$ cat src/rtl/decode_issue_stage.sv
// decode_issue_stage
//   ID stage of the 5-stage core. Decodes the IF/ID instruction, drives the
//   register file read addresses, bypasses same-cycle writeback data around
//   the register file, detects load-use hazards and owns the ID/EX register.
//
// Parameters
//   XLEN            datapath width (>= 32)
//   ILLEGAL_AS_NOP  1: unsupported opcode issues with ex_illegal=1 and every
//                   data field zeroed, like a bubble that still carries ex_valid
//                   and ex_pc. 0: ex_illegal=1 with the decoded fields passed
//                   through. Controls are zero in both cases.
//
// Optional feature (macro DECODE_PERF_CNT_EN)
//   Adds saturating perf_stall_cnt / perf_flush_cnt outputs, cleared by RESET.
//
// Ports
//   CLK, RESET                 clock (rising edge), async active-high reset
//   if_id_valid/instr/pc       IF/ID register contents
//   flush                      EX resolved a taken branch/jump; kill ID
//   ReadRegister1/2            register file read addresses
//   ReadData1/2                register file read data (combinational)
//   wb_we/wb_rd/wb_data        writeback port, bypassed into the operands
//   stall_if                   hold PC and IF/ID this cycle
//   ex_*                       ID/EX pipeline register outputs
module decode_issue_stage #(
  parameter int XLEN           = 32,
  parameter int ILLEGAL_AS_NOP = 1
) (
  input  logic            CLK,
  input  logic            RESET,
  input  logic            if_id_valid,
  input  logic [31:0]     if_id_instr,
  input  logic [31:0]     if_id_pc,
  input  logic            flush,
  output logic [4:0]      ReadRegister1,
  output logic [4:0]      ReadRegister2,
  input  logic [XLEN-1:0] ReadData1,
  input  logic [XLEN-1:0] ReadData2,
  input  logic            wb_we,
  input  logic [4:0]      wb_rd,
  input  logic [XLEN-1:0] wb_data,
  output logic            stall_if,
  output logic            ex_valid,
  output logic [31:0]     ex_pc,
  output logic [XLEN-1:0] ex_rs1_val,
  output logic [XLEN-1:0] ex_rs2_val,
  output logic [XLEN-1:0] ex_imm,
  output logic [4:0]      ex_rs1,
  output logic [4:0]      ex_rs2,
  output logic [4:0]      ex_rd,
  output logic [6:0]      ex_opcode,
  output logic [2:0]      ex_funct3,
  output logic            ex_funct7b5,
  output logic            ex_reg_write,
  output logic            ex_mem_read,
  output logic            ex_mem_write,
  output logic            ex_illegal
`ifdef DECODE_PERF_CNT_EN
  ,
  output logic [31:0]     perf_stall_cnt,
  output logic [31:0]     perf_flush_cnt
`endif
);

  localparam logic [6:0] OP_LUI    = 7'b0110111;
  localparam logic [6:0] OP_AUIPC  = 7'b0010111;
  localparam logic [6:0] OP_JAL    = 7'b1101111;
  localparam logic [6:0] OP_JALR   = 7'b1100111;
  localparam logic [6:0] OP_BRANCH = 7'b1100011;
  localparam logic [6:0] OP_LOAD   = 7'b0000011;
  localparam logic [6:0] OP_STORE  = 7'b0100011;
  localparam logic [6:0] OP_IMM    = 7'b0010011;
  localparam logic [6:0] OP_OP     = 7'b0110011;

  typedef struct packed {
    logic            valid;
    logic [31:0]     pc;
    logic [XLEN-1:0] rs1_val;
    logic [XLEN-1:0] rs2_val;
    logic [XLEN-1:0] imm;
    logic [4:0]      rs1;
    logic [4:0]      rs2;
    logic [4:0]      rd;
    logic [6:0]      opcode;
    logic [2:0]      funct3;
    logic            funct7b5;
    logic            reg_write;
    logic            mem_read;
    logic            mem_write;
    logic            illegal;
  } idex_t;

  idex_t           r_ex;
  idex_t           w_next;
  logic [31:0]     w_ins;
  logic [6:0]      w_opcode;
  logic [4:0]      w_rs1, w_rs2, w_rd;
  logic [XLEN-1:0] w_imm_i, w_imm_s, w_imm_b, w_imm_u, w_imm_j;
  logic [XLEN-1:0] w_imm, w_rs1_val, w_rs2_val;
  logic            w_legal, w_uses_rs1, w_uses_rs2, w_writes_rd;
  logic            w_mem_read, w_mem_write, w_reg_write;
  logic            w_hazard, w_bubble, w_kill_data;

  assign w_ins    = if_id_instr;
  assign w_opcode = w_ins[6:0];
  assign w_rd     = w_ins[11:7];
  assign w_rs1    = w_ins[19:15];
  assign w_rs2    = w_ins[24:20];

  assign ReadRegister1 = w_rs1;
  assign ReadRegister2 = w_rs2;

  assign w_imm_i = {{(XLEN-11){w_ins[31]}}, w_ins[30:20]};
  assign w_imm_s = {{(XLEN-11){w_ins[31]}}, w_ins[30:25], w_ins[11:7]};
  assign w_imm_b = {{(XLEN-12){w_ins[31]}}, w_ins[7], w_ins[30:25], w_ins[11:8], 1'b0};
  assign w_imm_u = {{(XLEN-31){w_ins[31]}}, w_ins[30:12], 12'b0};
  assign w_imm_j = {{(XLEN-20){w_ins[31]}}, w_ins[19:12], w_ins[20], w_ins[30:21], 1'b0};

  always_comb begin
    w_legal     = 1'b1;
    w_uses_rs1  = 1'b0;
    w_uses_rs2  = 1'b0;
    w_writes_rd = 1'b0;
    w_mem_read  = 1'b0;
    w_mem_write = 1'b0;
    w_imm       = '0;
    case (w_opcode)
      OP_LUI, OP_AUIPC: begin w_writes_rd = 1'b1; w_imm = w_imm_u; end
      OP_JAL:           begin w_writes_rd = 1'b1; w_imm = w_imm_j; end
      OP_JALR, OP_IMM:  begin w_writes_rd = 1'b1; w_uses_rs1 = 1'b1; w_imm = w_imm_i; end
      OP_BRANCH:        begin w_uses_rs1 = 1'b1; w_uses_rs2 = 1'b1; w_imm = w_imm_b; end
      OP_LOAD: begin
        w_writes_rd = 1'b1;
        w_uses_rs1  = 1'b1;
        w_mem_read  = 1'b1;
        w_imm       = w_imm_i;
      end
      OP_STORE: begin
        w_uses_rs1  = 1'b1;
        w_uses_rs2  = 1'b1;
        w_mem_write = 1'b1;
        w_imm       = w_imm_s;
      end
      OP_OP:   begin w_writes_rd = 1'b1; w_uses_rs1 = 1'b1; w_uses_rs2 = 1'b1; end
      default: w_legal = 1'b0;
    endcase
  end

  assign w_reg_write = w_writes_rd && (w_rd != 5'd0);

  // The register file writes on the edge, so a same-cycle WB write must be
  // steered in here or the operand would be one write stale.
  assign w_rs1_val = (wb_we && wb_rd != 5'd0 && wb_rd == w_rs1) ? wb_data : ReadData1;
  assign w_rs2_val = (wb_we && wb_rd != 5'd0 && wb_rd == w_rs2) ? wb_data : ReadData2;

  // Self-limiting: the bubble inserted on the stall edge clears ex_mem_read.
  assign w_hazard = if_id_valid && r_ex.valid && r_ex.mem_read && (r_ex.rd != 5'd0) &&
                    ((w_uses_rs1 && r_ex.rd == w_rs1) || (w_uses_rs2 && r_ex.rd == w_rs2));

  // Flush wins: the ID instruction is dead, so holding IF/ID would be wrong.
  assign stall_if    = w_hazard && !flush;
  assign w_bubble    = flush || !if_id_valid || w_hazard;
  assign w_kill_data = !w_legal && (ILLEGAL_AS_NOP != 0);

  always_comb begin
    w_next = '0;
    if (!w_bubble) begin
      w_next.valid     = 1'b1;
      w_next.pc        = if_id_pc;
      w_next.illegal   = !w_legal;
      w_next.reg_write = w_reg_write;
      w_next.mem_read  = w_mem_read;
      w_next.mem_write = w_mem_write;
      if (!w_kill_data) begin
        w_next.rs1_val  = w_rs1_val;
        w_next.rs2_val  = w_rs2_val;
        w_next.imm      = w_imm;
        w_next.rs1      = w_rs1;
        w_next.rs2      = w_rs2;
        w_next.rd       = w_rd;
        w_next.opcode   = w_opcode;
        w_next.funct3   = w_ins[14:12];
        w_next.funct7b5 = w_ins[30];
      end
    end
  end

  always_ff @(posedge CLK or posedge RESET) begin
    if (RESET) r_ex <= '0;
    else       r_ex <= w_next;
  end

  assign ex_valid     = r_ex.valid;
  assign ex_pc        = r_ex.pc;
  assign ex_rs1_val   = r_ex.rs1_val;
  assign ex_rs2_val   = r_ex.rs2_val;
  assign ex_imm       = r_ex.imm;
  assign ex_rs1       = r_ex.rs1;
  assign ex_rs2       = r_ex.rs2;
  assign ex_rd        = r_ex.rd;
  assign ex_opcode    = r_ex.opcode;
  assign ex_funct3    = r_ex.funct3;
  assign ex_funct7b5  = r_ex.funct7b5;
  assign ex_reg_write = r_ex.reg_write;
  assign ex_mem_read  = r_ex.mem_read;
  assign ex_mem_write = r_ex.mem_write;
  assign ex_illegal   = r_ex.illegal;

`ifdef DECODE_PERF_CNT_EN
  logic [31:0] r_perf_stall_cnt, r_perf_flush_cnt;

  always_ff @(posedge CLK or posedge RESET) begin
    if (RESET) begin
      r_perf_stall_cnt <= '0;
      r_perf_flush_cnt <= '0;
    end else begin
      if (stall_if && r_perf_stall_cnt != 32'hFFFF_FFFF) r_perf_stall_cnt <= r_perf_stall_cnt + 32'd1;
      if (flush && r_perf_flush_cnt != 32'hFFFF_FFFF)    r_perf_flush_cnt <= r_perf_flush_cnt + 32'd1;
    end
  end

  assign perf_stall_cnt = r_perf_stall_cnt;
  assign perf_flush_cnt = r_perf_flush_cnt;
`endif

endmodule

$ cat config.mk
export PLATFORM = sky130hd
export DESIGN_NAME = decode_issue_stage
export DESIGN_NICKNAME = d
export VERILOG_FILES = /design/src/rtl/decode_issue_stage.sv
export SDC_FILE = /design/constraint.sdc
export NUM_CORES = 1
export LEC_CHECK = 0
export ABC_CLOCK_PERIOD_IN_PS = 4600
export CAP_MARGIN = 5
export CORE_MARGIN = 2
export CORE_UTILIZATION = 27
export DETAILED_ROUTE_END_ITERATION = 12
export SYNTH_ARGS = -nofsm -noshare
export SYNTH_HDL_FRONTEND = slang
export SYNTH_SLANG_ARGS = --single-unit
export TNS_END_PERCENT = 20
$ cat constraint.sdc
create_clock -name CLK -period 4.6 [get_ports CLK]
set_clock_uncertainty 0.1 [all_clocks]
set_input_delay 0.46 -clock CLK [delete_from_list [all_inputs] [get_ports CLK]]
set_output_delay 0.46 -clock CLK [all_outputs]
set_load 0.03 [all_outputs]
# Word-level counts from Yosys, hierarchy flattened
# Cells that the tools add are included.
totals:
  elab_cells: 65
  register_bits: 159
  input_bits: 170
  out_inout_bits: 170
classes:
  muxes: 11
  n_eq_ne: 13
  n_reduce_logical: 26
op_table:
  columns: ["cell", "n"]
  rows:
  - ["$pmux W32 S5", 1]
  - ["$mux W159", 1]
  - ["$mux W122", 1]
  - ["$mux W32", 2]
  - ["$eq A7 B6 Y1 const B", 3]
  - ["$eq A7 B7 Y1 const B", 3]
  - ["$eq A5 B5 Y1", 4]
  - ["$reduce_bool A5 Y1", 3]
  - ["$eq A7 B5 Y1 const B", 2]
  - ["$logic_and A1 B1 Y1", 11]
  - ["$reduce_or A9 Y1", 1]
  - ["$eq A7 B2 Y1 const B", 1]
  - ["$reduce_or A7 Y1", 1]
  - ["$mux W1", 6]
  - ["$reduce_or A3 Y1", 2]
  - ["$reduce_or A6 Y1", 1]
  - ["$logic_not A1 Y1", 3]
  - ["$logic_or A1 B1 Y1", 3]
  - ["$reduce_or A2 Y1", 1]

# Depth between registers and ports, before layout
# Gate-level depths: netlist (run 1).
logic_depth:
  word_depth: 8
  depth_mapped: 8
  ltp_nobuf: 5

# Worst setup path after synthesis (run 1)
# Ideal clock, no wire load.
synth_path:
  path_type: "input to output"
  from: "input port if_id_instr[5]"
  to: "output port stall_if"
  arrival_time_ns: 2.274
  path_buffers: 2
  required_time_ns: 4.040
  path_stages: 7
  setup_slack_ns: 1.766
  cell_sequence: "buf_2 nor2b_2 nor2_1 or4b_1 a21oi_2 buf_2 nor2b_1"
synth_between:
  elab_chain_cells: 7
  word_cells_on_any_way: 15
  cone_classes: "eq/ne (6); mux (2); reduce/logical (7)"
synth_lines:
  columns: ["item", "line_no", "rtl"]
  rows:
  - ["start, declared", "32", "input logic [31:0] if_id_instr,"]
  - ["$eq A7 B6 Y1 (tied with other cells)", "127", "case (w_opcode)"]
  - ["$reduce_or A6 Y1 (no line) or $reduce_or A3 Y1 (tied branches)", null, null]
  - ["$mux W1", "127", null]
  - ["$logic_and A1 B1 Y1", "158", "((w_uses_rs1 && r_ex.rd == w_rs1) || (w_uses_rs2 && r_ex.rd == w_rs2));"]
  - ["$logic_or A1 B1 Y1 (*)", "158", null]
  - ["$logic_and A1 B1 Y1 (*)", "157", "assign w_hazard = if_id_valid && r_ex.valid && r_ex.mem_read && (r_ex.rd != 5'd0) &&"]
  - ["$logic_and A1 B1 Y1 (*)", "161", "assign stall_if = w_hazard && !flush;"]
  - ["end, declared", "42", "output logic stall_if,"]
# Mark *: on every way between the ends. The rest lies on a longest branch, timed or not.

# Worst setup path in the final report (run 1)
layout_path:
  from: "input port if_id_instr[2]"
  to: "output port stall_if"
# The elaborated chain is that of the path after synthesis.

==> results.rst, run 1 <==
.. list-table::
   :header-rows: 1

   * - Metric
     - Value
   * - Status
     - complete, no violations
   * - Most common library cell in the layout ignoring fill and taps
     - clkdlybuf4s50_1
   * - GPL Wtd Cong
     - 0.820
   * - Iteration-0 DRC Markers
     - 256
   * - Initial standard-cell utilization of the core
     - 0.273
   * - DIE AREA
     - 25700 um2
   * - Length in cells of the worst reg-to-reg path
     - 6
   * - Final max-slew violation count
     - 0
   * - Global-route wire length before repair
     - 34200 um
   * - Crit path from
     - if_id_instr[2]
   * - Adder and majority gate portion of the synthesized area
     - 0
   * - Worst-path cell with the longest stage delay
     - clkdlybuf4s50_1
   * - Number of flops mapped to enable cells by yosys
     - 0
   * - Design Area, Final
     - 10900 um2
   * - Mean Syn Cell Area
     - 11.9 um2
   * - Multiplexer fraction of the synthesized cell area
     - 0.0969
   * - Wirelength, routed
     - 22500 um
   * - XOR/XNOR Fraction of Synth Area
     - 0.0265
   * - Most used flip-flop cell after synthesis
     - dfrtp_1
   * - Complex-gate fraction of the synthesized area
     - 0.0390
   * - Overflow left after global routing
     - 0
   * - Vias in the first global route
     - 5647
   * - Reg-to-reg critical path startpoint
     - ex_rd[3]$_DFF_PP0_
   * - Total negative setup slack
     - 0 ns
   * - Sink Count
     - 159
   * - Required time of the critical path
     - 4.04 ns
   * - Post-detailed-route count of antenna-violating nets
     - 0
   * - Number of max-cap violations
     - 0
   * - Total of buffers placed on input and output ports
     - 339
   * - Clock edge transition at the registers on the reported setup and hold paths
     - 0.07 ns
   * - CP Class
     - input pin to output port
   * - Clock latency on the worst-skew pair
     - 0.41 ns
   * - Terminus of the critical flop-to-flop path
     - ex_rs1_val[31]$_DFF_PP0_
   * - Detailed Routing Iterations Pass 1
     - 5
   * - Count of mapped cells out of synthesis
     - 556
   * - Core occupancy in the finished layout
     - 0.449
   * - CTS root buffer
     - clkbuf_16
   * - Final number of hold-violating endpoints
     - 0
   * - H-tree levels
     - 4
   * - Worst rel slew slack
     - 0.249
   * - Post-CTS sizing
     - 0
   * - Initial antenna violation count
     - 0
   * - Post-CTS setup buffers
     - 0
   * - HPWL Detailed
     - 15700 um
   * - Post-synthesis instance area
     - 6610 um2
   * - Largest net degree at the start of global routing
     - 160
   * - Clock tree buffer depth
     - 2
   * - DRC violation count after routing
     - 0
   * - Kind of start point of the critical path
     - input pin
   * - Number of warnings issued by yosys
     - 0
   * - Main combinational cell family by area after synthesis
     - simple AND/OR/NAND/NOR gates
   * - Via density
     - 4.60
   * - Ys async rst share
     - 1.00
   * - Inserted Diodes
     - 0
   * - # hold bufs at CTS
     - 0
   * - Clock tree from TritonCTS
     - yes
   * - Cell type with the highest occurrence count on the critical path
     - clkdlybuf4s50_1
   * - Placed instance area
     - 10200 um2
   * - Transition time at the pin with the least slew margin
     - 1.13 ns
   * - Critical Path End Type
     - output port
   * - IR drop worst, VDD
     - 0.183 mV
   * - Vias after detailed routing
     - 5536
   * - Reg-to-reg setup timing slack
     - 1.93 ns
   * - Die Ht
     - 160 um
   * - Crit path DAT
     - 3.13 ns
   * - Overall fraction of global-route tracks in use
     - 0.172
   * - Number of setup violations in the final report
     - 0
   * - Width of the die
     - 160 um
   * - Clock buffers created by TritonCTS
     - 17
   * - Power density of the placed cells
     - 302 nW/um2
   * - Seq cells post-synth
     - 159
   * - Number of distinct standard cells referenced by the synthesized netlist
     - 44
   * - Core Rows
     - 57
   * - Cells along the critical path
     - clkdlybuf4s50_1 > and4bb_1 > nand3_1 > or4_1 > a21oi_4 > nor2b_1 > clkdlybuf4s50_1
   * - Fraction of final layout cells with drive strength greater than 1
     - 0.0568
   * - Routed wirelength normalized by instance count
     - 18.7 um
   * - Final min period
     - 3.69 ns
   * - Hold Path Class
     - input pin to async pin
   * - Most frequent cells in the layout
     - clkdlybuf4s50_1, dfrtp_1, nor3_1, mux2i_1, nor3b_1
   * - Core area
     - 24200 um2
   * - Total leakage power
     - 4.27 nW
   * - Delay of the slowest critical-path stage
     - 0.68 ns
   * - P&R area growth vs syn
     - 64.3%
   * - Simple-gate portion of the synthesized area
     - 0.187
   * - Number of nets in the finished design
     - 1037
   * - Maximum fanout along the worst path
     - 11
   * - Setup repair after global routing missed its margin
     - no
   * - Mapped Nets
     - 726
   * - Final worst path period share
     - 0.801
   * - Highest achievable clock rate
     - 271 MHz
   * - Sequential fraction of the synthesis area
     - 0.602
   * - Number of I/O pins
     - 340
layer usage:
layer | up-vias | part of all wire | GRT usage
met5 | - | 0 | 0
met4 | 0 | 0.016 | 0.0479
met3 | 23 | 0.072 | 0.0517
met2 | 231 | 0.49 | 0.287
met1 | 2695 | 0.42 | 0.218
li1 | 2587 | - | -
final cells by class:
class / instances / area, um2
clock buffer: 18 / 429
clock inverter: 14 / 180
fill: 2269 / 13300
inverter: 3 / 15.0
multi-input combinational: 338 / 2350
sequential: 159 / 3980
tap: 324 / 405
timing repair buffer: 348 / 3500
sequential cells by signal, indices dropped and copies added, names as in the netlist:
register      count
ex_funct7b5       1
ex_imm           32
ex_rs2_val       32
ex_pc            32
ex_rs1_val       32
ex_reg_write      1
ex_opcode         7
ex_valid          1
ex_mem_read       1
ex_rs1            5
ex_illegal        1
ex_funct3         3
ex_rd             5
ex_rs2            5
ex_mem_write      1
cell usage after synthesis, types with 2 or more instances:
master / instances / area, um2
xor2_1: 9 / 78.8
nor4_2: 2 / 25.0
a22oi_1: 4 / 30.0
nand2b_1: 2 / 12.5
nor3b_1: 55 / 413
and3_1: 2 / 12.5
nor4_1: 2 / 12.5
mux2i_1: 64 / 641
xnor2_1: 11 / 96.3
nor2_1: 12 / 45.0
a21oi_1: 23 / 115
dfrtp_1: 159 / 3980
buf_4: 20 / 150
nand4b_1: 2 / 17.5
o21ai_0: 5 / 25.0
nand3_1: 8 / 40.0
inv_1: 3 / 11.3
buf_2: 13 / 65.1
nand2_1: 12 / 45.0
or4_1: 4 / 30.0
nor3_1: 100 / 500
nand3b_1: 2 / 15.0
buf_1: 4 / 15.0
clkbuf_1: 18 / 67.6
how the worst max path moves through the flow:
stage	slack, ns	depth (start not counted)	to
2_1_floorplan	1.77	7	stall_if
3_3_place_gp	0.98	7	stall_if
3_5_place_dp	0.93	7	stall_if
4_1_cts	0.93	7	stall_if
5_1_grt	0.80	7	stall_if
6_report	0.91	7	stall_if
report_power, final:
part	total [mW]	internal, mW	switching (mW)
clock	1.46	0.822	0.635
combinational	0.404	0.216	0.188
sequential	1.42	1.42	0.00562
stage by stage:
stage	power, mW	setup slack (ns)	std cells	hold slack, ns
5_1_grt	3.42	0.798	1204	0.483
3_5_place_dp	1.86	0.934	1172	0.925
3_3_place_gp	1.86	0.977	1172	0.925
4_1_cts	3.34	0.931	1204	0.473
6_report	3.28	0.914	1204	0.455
2_1_floorplan	1.61	1.77	556	0.472
logic make-up (layout without fill, tap and decap cells):
kind of cell | count (synthesis) | in the layout
AND/OR/NAND/NOR | 211 | 211
multiplexers | 64 | 64
AO/OA/AOI/OAI | 43 | 43
XOR/XNOR | 20 | 20
flip-flops | 159 | 159
buffers and inverters | 59 | 383
worst max-delay path: cells and delay by family:
family	cells	cell delay, ns
buffers and inverters	2	1.27
AND/OR/NAND/NOR	4	1.18
AO/OA/AOI/OAI	1	0.21
No activity file was read; power rests on OpenSTA's default activity.
==> run 2: changes to the inputs <==
--- a/config.mk
+++ b/config.mk
@@ -5,7 +5,7 @@
 export SDC_FILE = /design/constraint.sdc
 export NUM_CORES = 1
 export LEC_CHECK = 0
-export ABC_CLOCK_PERIOD_IN_PS = 4600
+export ABC_CLOCK_PERIOD_IN_PS = 3100
 export CAP_MARGIN = 5
 export CORE_MARGIN = 2
 export CORE_UTILIZATION = 27
==> constraint.sdc (replaced) <==
create_clock -name CLK -period 3.1 [get_ports CLK]
set_clock_uncertainty 0.1 [all_clocks]
set_input_delay 0.31 -clock CLK [delete_from_list [all_inputs] [get_ports CLK]]
set_output_delay 0.31 -clock CLK [all_outputs]
set_load 0.03 [all_outputs]
==> results.rst, run 2 (synthesized netlist as in run 1, its figures left out) <==
.. list-table::
   :header-rows: 1

   * - Metric
     - Value
   * - Status
     - complete, no violations (unchanged)
   * - Overall fraction of global-route tracks in use
     - 0.177 (was 0.172)
   * - Final Worst Setup Slack
     - 0.260 ns (was 0.914 ns)
   * - Crit path from
     - ex_rd[4]$_DFF_PP0_ (was if_id_instr[2])
   * - Maximum fanout along the worst path
     - 4 (was 11)
   * - Terminus of the critical flop-to-flop path
     - ex_rs1_val[0]$_DFF_PP0_ (was ex_rs1_val[31]$_DFF_PP0_)
   * - P&R area growth vs syn
     - 66.4% (was 64.3%)
   * - Largest net degree at the start of global routing
     - 64 (was 160)
   * - Clock latency on the worst-skew pair
     - 0.41 ns (about the same)
   * - Routed wirelength normalized by instance count
     - 18.6 um (was 18.7 um)
   * - Required time of the critical path
     - 2.69 ns (was 4.04 ns)
   * - Global-route wire length before repair
     - 35000 um (was 34200 um)
   * - # hold bufs at CTS
     - 0 (unchanged)
   * - Critical Path End Type
     - output port (unchanged)
   * - Final min period
     - 2.84 ns
   * - Hold Path Class
     - input pin to async pin (unchanged)
   * - Reg-to-reg critical path startpoint
     - ex_rd[4]$_DFF_PP0_ (was ex_rd[3]$_DFF_PP0_)
   * - Clock tree buffer depth
     - 2 (unchanged)
   * - Number of I/O pins
     - 340 (unchanged)
   * - Core area
     - 24200 um2 (unchanged)
   * - DRC violation count after routing
     - 0 (unchanged)
   * - Crit path DAT
     - 2.43 ns (was 3.13 ns)
   * - Number of max-cap violations
     - 0 (unchanged)
   * - Kind of start point of the critical path
     - flip-flop (was input pin)
   * - Total leakage power
     - 4.35 nW (was 4.27 nW)
   * - Final max-slew violation count
     - 0 (unchanged)
   * - GPL Wtd Cong
     - 0.827 (was 0.820)
   * - Sink Count
     - 159 (unchanged)
   * - Total of buffers placed on input and output ports
     - 339 (unchanged)
   * - Reg-to-reg setup timing slack
     - 0.66 ns (was 1.93 ns)
   * - Core Rows
     - 57 (unchanged)
   * - Fraction of final layout cells with drive strength greater than 1
     - 0.0769 (was 0.0568)
   * - HPWL Detailed
     - 16400 um (was 15700 um)
   * - Iteration-0 DRC Markers
     - 343 (was 256)
   * - Setup repair after global routing missed its margin
     - no (unchanged)
   * - Transition time at the pin with the least slew margin
     - 0.734 ns (was 1.13 ns)
   * - Clock buffers created by TritonCTS
     - 17 (unchanged)
   * - Post-place setup slack
     - 0.220 ns (was 0.934 ns)
   * - Number of inserted filler cells in the final layout
     - 2264 (was 2269)
   * - Inserted Diodes
     - 0 (unchanged)
   * - Worst rel slew slack
     - 0.511 (was 0.249)
   * - Total Power Consumption
     - 4.72 mW (was 3.28 mW)
   * - Number of nets in the finished design
     - 1054 (was 1037)
   * - Clock edge transition at the registers on the reported setup and hold paths
     - 0.07 ns (about the same)
   * - Initial standard-cell utilization of the core
     - 0.273 (unchanged)
   * - Most common library cell in the layout ignoring fill and taps
     - clkdlybuf4s50_1 (unchanged)
   * - Vias in the first global route
     - 5894 (was 5647)
   * - Overflow left after global routing
     - 0 (unchanged)
   * - Number of setup violations in the final report
     - 0 (unchanged)
   * - Post-detailed-route count of antenna-violating nets
     - 0 (unchanged)
   * - CP Class
     - flip-flop to output port (was input pin to output port)
   * - Final worst path period share
     - 0.916
   * - Initial antenna violation count
     - 0 (unchanged)
   * - Power density of the placed cells
     - 429 nW/um2 (was 302 nW/um2)
   * - Clock tree from TritonCTS
     - yes (unchanged)
   * - Number of placed instances with taps included
     - 1189 (was 1172)
   * - DIE AREA
     - 25700 um2 (unchanged)
   * - Crit path to
     - stall_if (unchanged)
   * - Die Ht
     - 160 um (unchanged)
   * - Via density
     - 4.55 (was 4.60)
   * - Vias after detailed routing
     - 5554 (was 5536)
   * - H-tree levels
     - 4 (unchanged)
   * - Highest achievable clock rate
     - 352 MHz
   * - CTS root buffer
     - clkbuf_16 (unchanged)
   * - Total negative setup slack
     - 0 ns (unchanged)
   * - Length in cells of the worst reg-to-reg path
     - 7 (was 6)
   * - Post-CTS setup buffers
     - 0 (unchanged)
   * - Post-CTS sizing
     - 0 (unchanged)
   * - Most frequent cells in the layout
     - clkdlybuf4s50_1, dfrtp_1, nor3_1, mux2i_1, nor3b_1 (unchanged)
   * - Width of the die
     - 160 um (unchanged)
   * - Final number of hold-violating endpoints
     - 0 (unchanged)
   * - Detailed Routing Iterations Pass 1
     - 4 (was 5)
   * - IR drop worst, VDD
     - 0.308 mV (was 0.183 mV)
   * - Non-Filler Instances
     - 1221 (was 1204)
   * - Wirelength, routed
     - 22800 um (was 22500 um)
run 2: worst min path at each step:
| stage | end | slack (ns) | depth (start not counted) |
|---|---|---|---|
| 2_1_floorplan | ex_imm[10]$_DFF_PP0_ | 0.32 | 2 |
| 3_3_place_gp | ex_rs1_val[9]$_DFF_PP0_ | 0.69 | 2 |
| 3_5_place_dp | ex_rs1_val[9]$_DFF_PP0_ | 0.69 | 2 |
| 4_1_cts | ex_rs1_val[9]$_DFF_PP0_ | 0.24 | 2 |
| 5_1_grt | ex_rs1_val[9]$_DFF_PP0_ | 0.26 | 2 |
| 6_report | ex_rs2_val[12]$_DFF_PP0_ | 0.23 | 2 |
run 2: per-stage QoR:
stage / utilization / hold WS, ns / area [um2]
after floorplan: - / 0.322 / 6610
after global placement: 0.432 / 0.691 / 10400
after detailed placement: 0.432 / 0.691 / 10400
after CTS: 0.455 / 0.240 / 11000
after global routing: 0.455 / 0.263 / 11000
final: 0.455 / 0.225 / 11000
run 2: metal layers:
layer  vias to the layer above  routed length [um]  global-route usage
li1                       2622                   -                   -
met1                      2679                9570               0.222
met2                       232               11100               0.292
met3                        21                1710              0.0576
met4                         0                 389              0.0491
met5                         -                   0                   0
run 2: critical path, cell delays in order, from the launching register on:
cell     delay (ns)
dfrtp_1        0.46
xnor2_1        0.20
nand3_1        0.11
or4_1          0.59
a21oi_4        0.25
nor2b_1        0.22
buf_4          0.19
run 2: layout make-up:
cell class / instances / area (um2) / area share
clock inverter: 14 / 123 / 0.0112
clock buffer: 18 / 439 / 0.0399
inverter: 3 / 15.0 / 0.00137
multi-input combinational: 338 / 2350 / 0.214
tap: 324 / 405 / 0.0369
timing repair buffer: 365 / 3690 / 0.335
sequential: 159 / 3980 / 0.362
run 2: power by group:
group / switching [mW] / internal (mW) / leakage, nW
clock: 0.926 / 1.07 / 0.269
combinational: 0.283 / 0.329 / 1.89
sequential: 0.00844 / 2.10 / 2.20
==> variant (settings of run 1) <==
`XLEN`: 32 -> 36. Comments in the files are not updated.
--- a/src/rtl/decode_issue_stage.sv
+++ b/src/rtl/decode_issue_stage.sv
@@ -23,7 +23,7 @@
 //   stall_if                   hold PC and IF/ID this cycle
 //   ex_*                       ID/EX pipeline register outputs
 module decode_issue_stage #(
-  parameter int XLEN           = 32,
+  parameter int XLEN           = 36,
   parameter int ILLEGAL_AS_NOP = 1
 ) (
   input  logic            CLK,
Ports: changed (6 resized); port bits go from 340 to 364. No check against the original RTL was run, so the function may have changed too.
==> variant against run 1 <==
  * Final cell count up 3.7%
  * Design area up 4.5%
  * Worst setup slack better by 120 ps
  * Register-to-register slack better by 80 ps
  * Total power up 2.5%
  * Synthesized area up 5.1%
  * Sequential cell count up 8
  * Fmax up 3.3%
  * Worst hold slack better by 40 ps
  * Critical path depth unchanged
  * Routed wire length up 9.9%
  * Count of clock-buffer cells in the layout unchanged
==> variant: results (changes against run 1) <==
** Yosys
- Commonest register cell after synthesis :: sky130_fd_sc_hd__dfrtp_1 (unchanged)
- The sequential share of the synthesized area was 0.6017 (was 0.6020).
- Net count after synthesis :: 765 (was 726)
- Complex-gate fraction of the synthesized area :: 0.03639 (was 0.03900)
- The post-synthesis share of cell area spent on full adders, half adders and majority gates came to 0 (unchanged).
- The area share of xor/xnor cells in the synthesized design was 0.02522 (was 0.02651).
- Synth area leaders: sky130_fd_sc_hd__dfrtp_1 60%, sky130_fd_sc_hd__mux2i_1 10%, sky130_fd_sc_hd__nor3_1 8.3% (was sky130_fd_sc_hd__dfrtp_1 60%, sky130_fd_sc_hd__mux2i_1 9.7%, sky130_fd_sc_hd__nor3_1 7.6%).
- The proportion of synthesized area in mux cells is 0.1038 (was 0.09693).
- The number of distinct library cells after synthesis is 36 (was 44).
- Number of warnings reported in the yosys synthesis log :: 0 (unchanged)
- Synth top cells by count :: 167 x sky130_fd_sc_hd__dfrtp_1, 115 x sky130_fd_sc_hd__nor3_1, 72 x sky130_fd_sc_hd__mux2i_1, 55 x sky130_fd_sc_hd__nor3b_1, 29 x sky130_fd_sc_hd__buf_2 (was 159 x sky130_fd_sc_hd__dfrtp_1, 100 x sky130_fd_sc_hd__nor3_1, 64 x sky130_fd_sc_hd__mux2i_1, 55 x sky130_fd_sc_hd__nor3b_1, 23 x sky130_fd_sc_hd__a21oi_1)

** Global routing
- The maximum number of pins on one net before global-route repair came to 168 (was 160).
- First-pass GRT wire length :: 35850 µm (was 34200 µm)
- Total Routing Usage GR :: 0.1754 (was 0.1724)

** Clocking
- The clock-pin slew of the registers on the worst-case setup and hold paths came to 70 ps (about the same).
- Skew-Pair Late Insertion Delay :: roughly 420 ps
- The number of H-tree branching levels is 4 (unchanged).
- The worst-case clock buffer depth came to 2 (unchanged).
- The setup fix buffers added after clock tree synthesis came to 0 (unchanged).
- The TritonCTS buffer count was 17 (unchanged).

** Drt
- Detailed-route wire length :: 24690 µm (was 22470 µm)
- Total number of vias :: 5851 (was 5536)
- The number of DRC markers in iteration 0 was 252 (was 256).

** Setup path
- In this design, the stage delay of the slowest critical-path cell is ~700 ps.
- The maximum fanout count along the critical path came to 13 (was 11).
- Family with the most delay on the worst path :: buffers and inverters (unchanged)
- The endpoint arrival time on the critical path was 3010 ps (was 3130 ps).

** Timing
- The tightest slew margin relative to the limit came to 0.3801 (was 0.2487).
- Final Hold Fails :: 0 (unchanged)

** Finish
- The ratio of cells with drive above 1 in the final layout is 0.05223 (was 0.05682).
- The final layout net count is 1088 (was 1037).
- The count of inserted antenna diode cells came to 0 (unchanged).
- The filler cell count is 2384 (was 2269).

** Pwr
- The maximum vdd ir drop was 0.0001585 V (was 0.0001825 V).
- Static Leakage :: 4.477 nW (was 4.274 nW)

** Status
- Status :: finished clean (unchanged)

** Placed design
- I/O Buffers :: 363 (was 339)
- The setup slack after placement is 1033 ps (was 933.5 ps).
- The final weighted congestion of routability-driven global placement is 0.7763 (was 0.8201).
- Detailed-placement wirelength estimate :: 17050 µm (was 15660 µm)

** Hold path
- Hold crit path type :: in2reg (was in2async)
-- variant: cell types whose count changed after synthesis, sizes merged, moves of 2 or more --
cell   delta
xor2      +3
xnor2     -3
nand3     -3
o21ai     -2
nand2     -2
nor2      -3
dfrtp     +8
and3      -2
buf      +11
mux2i     +8
a21oi     -3
nor3     +15
o21a      +2
-- variant: kinds of logic after synthesis --
family / Yosys count
AO/OA/AOI/OAI: 41
XOR/XNOR: 20
buffers and inverters: 68
AND/OR/NAND/NOR: 215
flip-flops: 167
multiplexers: 72
-- variant: stage by stage --
step | instance area, µm² | power, mW | cells | hold WS [ps] | utilization
floorplan | 6949 | 1.690 | 583 | 430.9 | -
CTS | 11350 | 3.419 | 1249 | 465.8 | 0.4494
global route | 11350 | 3.490 | 1249 | 472.5 | 0.4494
global placement | 10760 | 1.942 | 1217 | 921.6 | 0.4260
detailed placement | 10760 | 1.943 | 1217 | 926.2 | 0.4260
finish | 11350 | 3.365 | 1249 | 494.3 | 0.4494
-- variant: layout make-up --
class	instances	area [µm²]	share of cell area
flip-flops and latches	167	4179	0.3682
repair buffers	370	3724	0.3281
multi-input cells	348	2432	0.2143
clock buffers	18	439.2	0.03869
well taps	330	412.9	0.03638
clock inverters	14	151.4	0.01334
inverters	2	11.26	0.0009922
-- variant: where the power goes --
group	switching (mW)	total [mW]	leakage (nW)	internal [mW]
registers	0.00563	1.49	2.31	1.49
logic	0.196	0.420	1.88	0.224
clock network	0.708	1.45	0.288	0.745
-- variant: worst reg2reg max path, delay by kind of cell (launching register included) --
family,cells,cell delay [ps]
flip-flops,1,460
XOR/XNOR,1,190
buffers and inverters,1,560
AND/OR/NAND/NOR,3,730
AO/OA/AOI/OAI,1,370
-- variant: routing by layer --
layer | routed length, µm | track usage | vias up
met3 | 1466 | 0.04244 | 25
met1 | 10710 | 0.2341 | 2902
met5 | 0 | 0 | -
li1 | - | - | 2695
met4 | 374 | 0.04625 | 0
met2 | 12140 | 0.2859 | 229
-- variant: final timing paths --
path / depth (start not counted) / slack, ps / from / to
max in group asynchronous: 3 / 3160 / RESET / ex_rs1_val[34]
max reg2reg: 6 / 2010 / ex_rd[3] / ex_imm[28]
min reg2reg: 6 / 1150 / ex_valid / ex_valid
min: 2 / 490 / if_id_pc[4] / ex_pc[4]
max: 7 / 1030 / if_id_instr[3] / stall_if
min in group asynchronous: 3 / 560 / RESET / ex_imm[7]
